`src/rtl/fft_frame_packer.sv`:
```
// Serial-to-parallel complex sample packer feeding the FFT butterfly input word.
// Define FFT_PACK_BITREV_EN to store sample k in slot bitrev(k) for a DIT pipeline.
module fft_frame_packer #(
   parameter int N          = 2,
   parameter int DATA_WIDTH = 16,
   parameter int CNT_WIDTH  = 16
) (
   input  logic                      clk,
   input  logic                      rst,
   input  logic                      s_valid,
   output logic                      s_ready,
   input  logic [DATA_WIDTH-1:0]     s_real,
   input  logic [DATA_WIDTH-1:0]     s_imag,
   input  logic                      s_last,
   output logic [DATA_WIDTH*2*N-1:0] cplx_data_out,
   output logic                      en_out,
   output logic                      frame_err,
   output logic [CNT_WIDTH-1:0]      frame_cnt
);

   localparam int IDX_W   = $clog2(N);
   localparam int FRAME_W = DATA_WIDTH * 2 * N;

   typedef enum logic {
      SYNC,
      FILL
   } state_t;

   state_t               state_q;
   logic [IDX_W-1:0]     idx_q;
   logic [FRAME_W-1:0]   cap_q;
   logic [FRAME_W-1:0]   cap_d;
   logic [FRAME_W-1:0]   data_q;
   logic                 s_ready_q;
   logic                 en_q;
   logic                 err_q;
   logic [CNT_WIDTH-1:0] cnt_q;
   logic [IDX_W-1:0]     slot;
   logic                 accept;
   logic                 idx_last;

`ifdef FFT_PACK_BITREV_EN
   function automatic logic [IDX_W-1:0] bitrev(input logic [IDX_W-1:0] v);
      logic [IDX_W-1:0] r;
      for (int b = 0; b < IDX_W; b++) r[b] = v[IDX_W-1-b];
      return r;
   endfunction

   assign slot = bitrev(idx_q);
`else
   assign slot = idx_q;
`endif

   assign accept   = s_valid && s_ready_q;
   assign idx_last = (idx_q == IDX_W'(N - 1));

   // Capture word with the incoming sample merged in, so a completing frame can be
   // published in the same edge that accepts its last sample.
   always_comb begin
      // NOTE: every combinational output gets a default first so no latch is inferred.
      cap_d = cap_q;
      for (int k = 0; k < N; k++) begin
         if (slot == IDX_W'(k)) begin
            cap_d[DATA_WIDTH*2*k     +: DATA_WIDTH] = s_real;
            cap_d[DATA_WIDTH*(2*k+1) +: DATA_WIDTH] = s_imag;
         end
      end
   end

   always_ff @(posedge clk) begin
      // NOTE: sequential state uses non-blocking assignments only, so every register
      // samples the pre-edge value of every other register.
      if (rst) begin
         state_q   <= SYNC;
         idx_q     <= '0;
         // NOTE: the capture register is reset too; it is a plain flop bank, not a RAM,
         // and clearing it keeps post-reset behaviour fully deterministic.
         cap_q     <= '0;
         data_q    <= '0;
         s_ready_q <= 1'b0;
         en_q      <= 1'b0;
         err_q     <= 1'b0;
         cnt_q     <= '0;
      end else begin
         s_ready_q <= 1'b1;
         en_q      <= 1'b0;
         err_q     <= 1'b0;
         if (accept) begin
            case (state_q)
               SYNC: begin
                  if (s_last) begin
                     state_q <= FILL;
                     idx_q   <= '0;
                  end
               end
               FILL: begin
                  cap_q <= cap_d;
                  if (idx_last) begin
                     idx_q <= '0;
                     if (s_last) begin
                        data_q <= cap_d;
                        en_q   <= 1'b1;
                        cnt_q  <= cnt_q + 1'b1;
                     end else begin
                        // Frame overran without a marker: alignment is lost, resync.
                        err_q   <= 1'b1;
                        state_q <= SYNC;
                     end
                  end else if (s_last) begin
                     err_q <= 1'b1;
                     idx_q <= '0;
                  end else begin
                     idx_q <= idx_q + 1'b1;
                  end
               end
               default: state_q <= SYNC;
            endcase
         end
      end
   end

   assign s_ready       = s_ready_q;
   assign cplx_data_out = data_q;
   assign en_out        = en_q;
   assign frame_err     = err_q;
   assign frame_cnt     = cnt_q;

endmodule

```
`config.mk`:
```
export PLATFORM = sky130hd
export DESIGN_NAME = fft_frame_packer
export DESIGN_NICKNAME = d
export VERILOG_FILES = /design/src/rtl/fft_frame_packer.sv
export SDC_FILE = /design/constraint.sdc
export NUM_CORES = 1
export LEC_CHECK = 0
export CAP_MARGIN = 30
export CORE_AREA = 5 5 115 95
export DETAILED_ROUTE_END_ITERATION = 12
export DIE_AREA = 0 0 120 100
export GPL_TIMING_DRIVEN = 0
export HOLD_SLACK_MARGIN = 0.1
export PLACE_DENSITY = 0.74
export SYNTH_ARGS = -nofsm -noshare
export SYNTH_HDL_FRONTEND = slang
export SYNTH_SLANG_ARGS = --single-unit
export TNS_END_PERCENT = 100
```
`constraint.sdc`:
```
create_clock -name clk -period 2.4 [get_ports clk]
set_input_delay 0.24 -clock clk [delete_from_list [all_inputs] [get_ports clk]]
set_output_delay 0.24 -clock clk [all_outputs]
set_load 0.005 [all_outputs]
```
# Yosys cells after proc, flatten, opt, wreduce, memory -nomap -nowiden
# Cells that the tools add are included.
# op_classes
n_reduce_logical	6
mul	0
magnitude_cmp	0
eq_ne	1
addsub	2
bitwise	3
mux	12
div_mod_pow	0
shifts	0
# op_table
cell	count
$mux W32	2
$add A16 B1 Y16 const B	1
$mux W1	8
$pmux W1 S2	2
$reduce_and A2 Y1	2
$reduce_and A4 Y1	1
$reduce_or A4 Y1	1
$not A1 Y1	3
$reduce_or A3 Y1	1
$ne A2 B2 Y1 const B	1
$add A1 B1 Y1 const B	1
$logic_and A1 B1 Y1	1
# totals
ff_bits	149
inputBits	36
mem_count	0
ram_bits	0
mem_bits_ro	0
latchBits	0

# Longest topological paths before layout
# logic_depth
depth_word	4
mapped_depth	6
mapped_depth_nobuf	5

# Worst setup path before layout
# No wires, ideal clock.
# synth_timing
kind	flip-flop to flip-flop
start	reg s_ready_q, in the netlist s_ready
end	reg cnt_q[15], in the netlist frame_cnt[15]
path_stages_with_launch	5
synth_period_minus_slack_ns	1.685
setup_slack_ns	0.715
required_ns	2.330
arrival_time_ns	1.615
setup_ns	0.070
path_cell_list	dfxtp_1 > nand4_1 > or4_4 > or4_1 > a21oi_1
# synth_between
elab_chain_cells	2
# synth_lines
element	line_no	rtl
from (decl)	34	logic s_ready_q;
from (signal assigned)	80	s_ready_q <= 1'b0;
from (signal assigned)	85	s_ready_q <= 1'b1;
$logic_and A1 B1 Y1	54	assign accept = s_valid && s_ready_q;
$reduce_and A4 Y1 (no source line)	--	
to (signal assigned)	103	cnt_q <= cnt_q + 1'b1;
to (decl)	37	logic [CNT_WIDTH-1:0] cnt_q;
# Every way passes these cells.
# A chain may end at the register's enable or synchronous reset.

# Worst setup path in the final report
# layout_timing
start	reg s_ready_q, in the netlist s_ready
end	reg data_q[43], in the netlist cplx_data_out[43]
# layout_between
elab_chain_cells	2
# layout_lines
element	line_no	rtl
$logic_and A1 B1 Y1	54	
$reduce_and A4 Y1 (no source line)	--	
to (signal assigned)	101	data_q <= cap_d;
to (decl)	33	logic [FRAME_W-1:0] data_q;
# Every way passes these cells.

==> impl_metrics.ini <==
[routing]
wl_met3_microns = 798
via_per_inst = 5.044
drtPass1Iterations = 5
drtAntennaViolNets = 0
highest_layer = met4
wl_per_cell_microns = 14.54
met2_length_mm = 5.604
drt_iter0_markers = 205
drc_errors = 0
met1_length_mm = 5.131
vias = 4025
drt_wl_total_mm = 11.60

[final_layout]
nNetsFinal = 705
fill_cells = 815
final_common_cell = nand2_1
final_cell_mix = nand2_1, clkdlybuf4s50_1, dfxtp_1
fin_cells = 798
area_growth_pct = 45.12
fin_util = 0.6372
antennaDiodeCount = 0
drive_above_1_share = 0.05007

[grt]
grt_start_max_net_pins = 17
grtUsageTotal = 0.2013
grt-ovfl-total = 0
grt_first_pass_wirelength_mm = 19.17
grt_pass1_vias = 3957
antenna_found_initial = 0

[cts]
max-clock-path-buffers = 2
cts_root_buffer = clkbuf_16
htree_levels = 4
clock_sinks = 117
cts_setup_buffers = 0
cts_hold_buf = 0
clkLatencyLatePin_ns = 0.40
cts_buffers = 17
path_clk_slew_ns = 0.05
cts_resized = 0
cts_tree = done

[placement]
gp_congestion = 0.8555
hpwl_mm = 8.542
port_buffers = 118
dp.cells = 766

[setup_path]
crit_slowest_cell = dfxtp_1
timing.rr.start = s_ready
worstSetupStartpoint = s_ready
cp_num_cells = 6
criticalPathCategory = reg -> reg
slowest_delay_ns = 0.43
ff2ff_setup_slack_ns = 0.37
crit_family = buffers and inverters
required_ns = 2.73
worst-path-buf-inv = 2
cp-endpoint = cplx_data_out[43]
startpoint_type = register
timing.rr.end = cplx_data_out[43]
reg2regPathDepth = 6
crit_chain = nand3_1 > nor2_1 > buf_2 > buf_1 > nand2_1 > a21oi_1
critPathMaxFanout = 10
cp.arrival_ns = 2.36
crit_path_end_kind = register

[die]
die_w_microns = 120
core_area_sq_um = 9569
start_util = 0.4391
io_pins = 119
rows = 32
die-area_sq_um = 12000
die_h_microns = 100

[yosys]
post-synth-top-area-cell = dfxtp_1
synth_top_area_share = 0.5575
synth-seq-cells = 117
yosysSeqAreaShare = 0.5575
synth.avg_cell_area_sq_um = 7.942
yosys_warnings = 0
syn-instance-count = 529
synthTopCellsByArea = dfxtp_1, nand2_1, a21oi_1
syn-cell-area_sq_um = 4202
syn_nets = 568
synth_cell_types = 27

[timing]
slew_violations = 0
clock_skew_ns = 0.009492
worst_pin_slew_ns = 0.5524
period_share = 0.8461
fin_crit_ns = 2.031
fmax_mhz = 492.5
hold_violations = 0
rsz0062_at_grt = no
setup_viol = 0
slew_headroom = 0.6317

[power_and_ir_drop]
worst_ir_drop_vdd_mv = 0.4605
p_leak_nw = 2.003
p_total_mw = 4.460
power_density_nw_per_um2 = 731.6

[min_path]
hold_class = in -> reg

[status]
status = completed

[flow_run]
drv_cap = 0
[worst reg2reg max path, cell delays in order (launching register included)]
cell and delay (ns):
dfxtp_1 0.43, nand3_1 0.26, nor2_1 0.28, buf_2 0.30, buf_1 0.41, nand2_1 0.15, a21oi_1 0.14
[where the power goes]
group	internal, mW	switching, mW	total, mW
Combinational	0.0672	0.0717	0.139
Sequential	1.95	0.00671	1.96
Clock	1.53	0.834	2.36
[routing by layer]
layer,up-vias,track usage
met5,-,0
met4,0,0.06778
met3,4,0.06930
met2,108,0.3368
met1,1902,0.2438
li1,2011,-
[worst min path at each step]
stage,slack [ns],to,cells past startpoint,startpoint
6_report,0.43,cplx_data_out[32],3,s_real[0]
5_1_grt,0.41,cplx_data_out[50],3,s_imag[2]
4_1_cts,0.41,cap_q[24],3,s_imag[8]
3_5_place_dp,0.44,cplx_data_out[10],2,cap_q[10]
3_3_place_gp,0.44,cplx_data_out[12],2,cap_q[12]
2_1_floorplan,0.32,s_ready,1,rst
[cell families after synthesis]
| group | after synthesis | share of synthesized area |
|---|---|---|
| XOR/XNOR | 10 | 0.02084 |
| flip-flops | 117 | 0.5575 |
| AND/OR/NAND/NOR | 246 | 0.2382 |
| adder cells (fa/ha/maj) | 3 | 0.008935 |
| AO/OA/AOI/OAI | 111 | 0.1364 |
| buffers and inverters | 42 | 0.03812 |
[stage by stage]
stage          instance area [sq um]  setup WS, ns  setup TNS, ns  hold WS, ns
2_1_floorplan                   4202        0.7154              0       0.3249
3_3_place_gp                    5532       0.04689              0       0.4383
3_5_place_dp                    5532      -0.04394        -0.4395       0.4434
4_1_cts                         6097        0.3654              0       0.4114
5_1_grt                         6097       0.07281              0       0.4129
6_report                        6097        0.3694              0       0.4260
[final cells by class]
| type | instances | area, sq um | area share |
|---|---|---|---|
| Clock buffer | 24 | 491.7 | 0.08065 |
| Buffer | 36 | 137.6 | 0.02257 |
| Timing Repair Buffer | 118 | 1181 | 0.1937 |
| Clock inverter | 8 | 73.82 | 0.01211 |
| Tap cell | 119 | 148.9 | 0.02442 |
| Inverter | 6 | 22.52 | 0.003694 |
| Sequential cell | 117 | 2342 | 0.3842 |
| Multi-Input combinational cell | 370 | 1699 | 0.2787 |
[synthesized netlist by cell type (all sizes together)]
| cell type | number |
|---|---|
| a41o | 1 |
| nor2 | 16 |
| nor4 | 4 |
| o211ai | 1 |
| buf | 7 |
| and4 | 2 |
| nor3 | 4 |
| a31oi | 1 |
| a21oi | 102 |
| ha | 3 |
| nand3 | 6 |
| or4 | 3 |
| and3 | 2 |
| nand2 | 201 |
| a31o | 1 |
| xnor2 | 10 |
| dfxtp | 117 |
| nand4 | 4 |
| or3 | 4 |
| clkbuf | 29 |
| a22oi | 1 |
| inv | 6 |
| o31ai | 1 |
| o21ai | 3 |
[sequential cells by signal, indices dropped and copies added (netlist names)]
register / count
cap_q: 32
cplx_data_out: 64
en_out: 1
frame_cnt: 16
frame_err: 1
idx_last: 1
s_ready: 1
state_q: 1
Note: power is estimated with default switching activity, not from simulation.
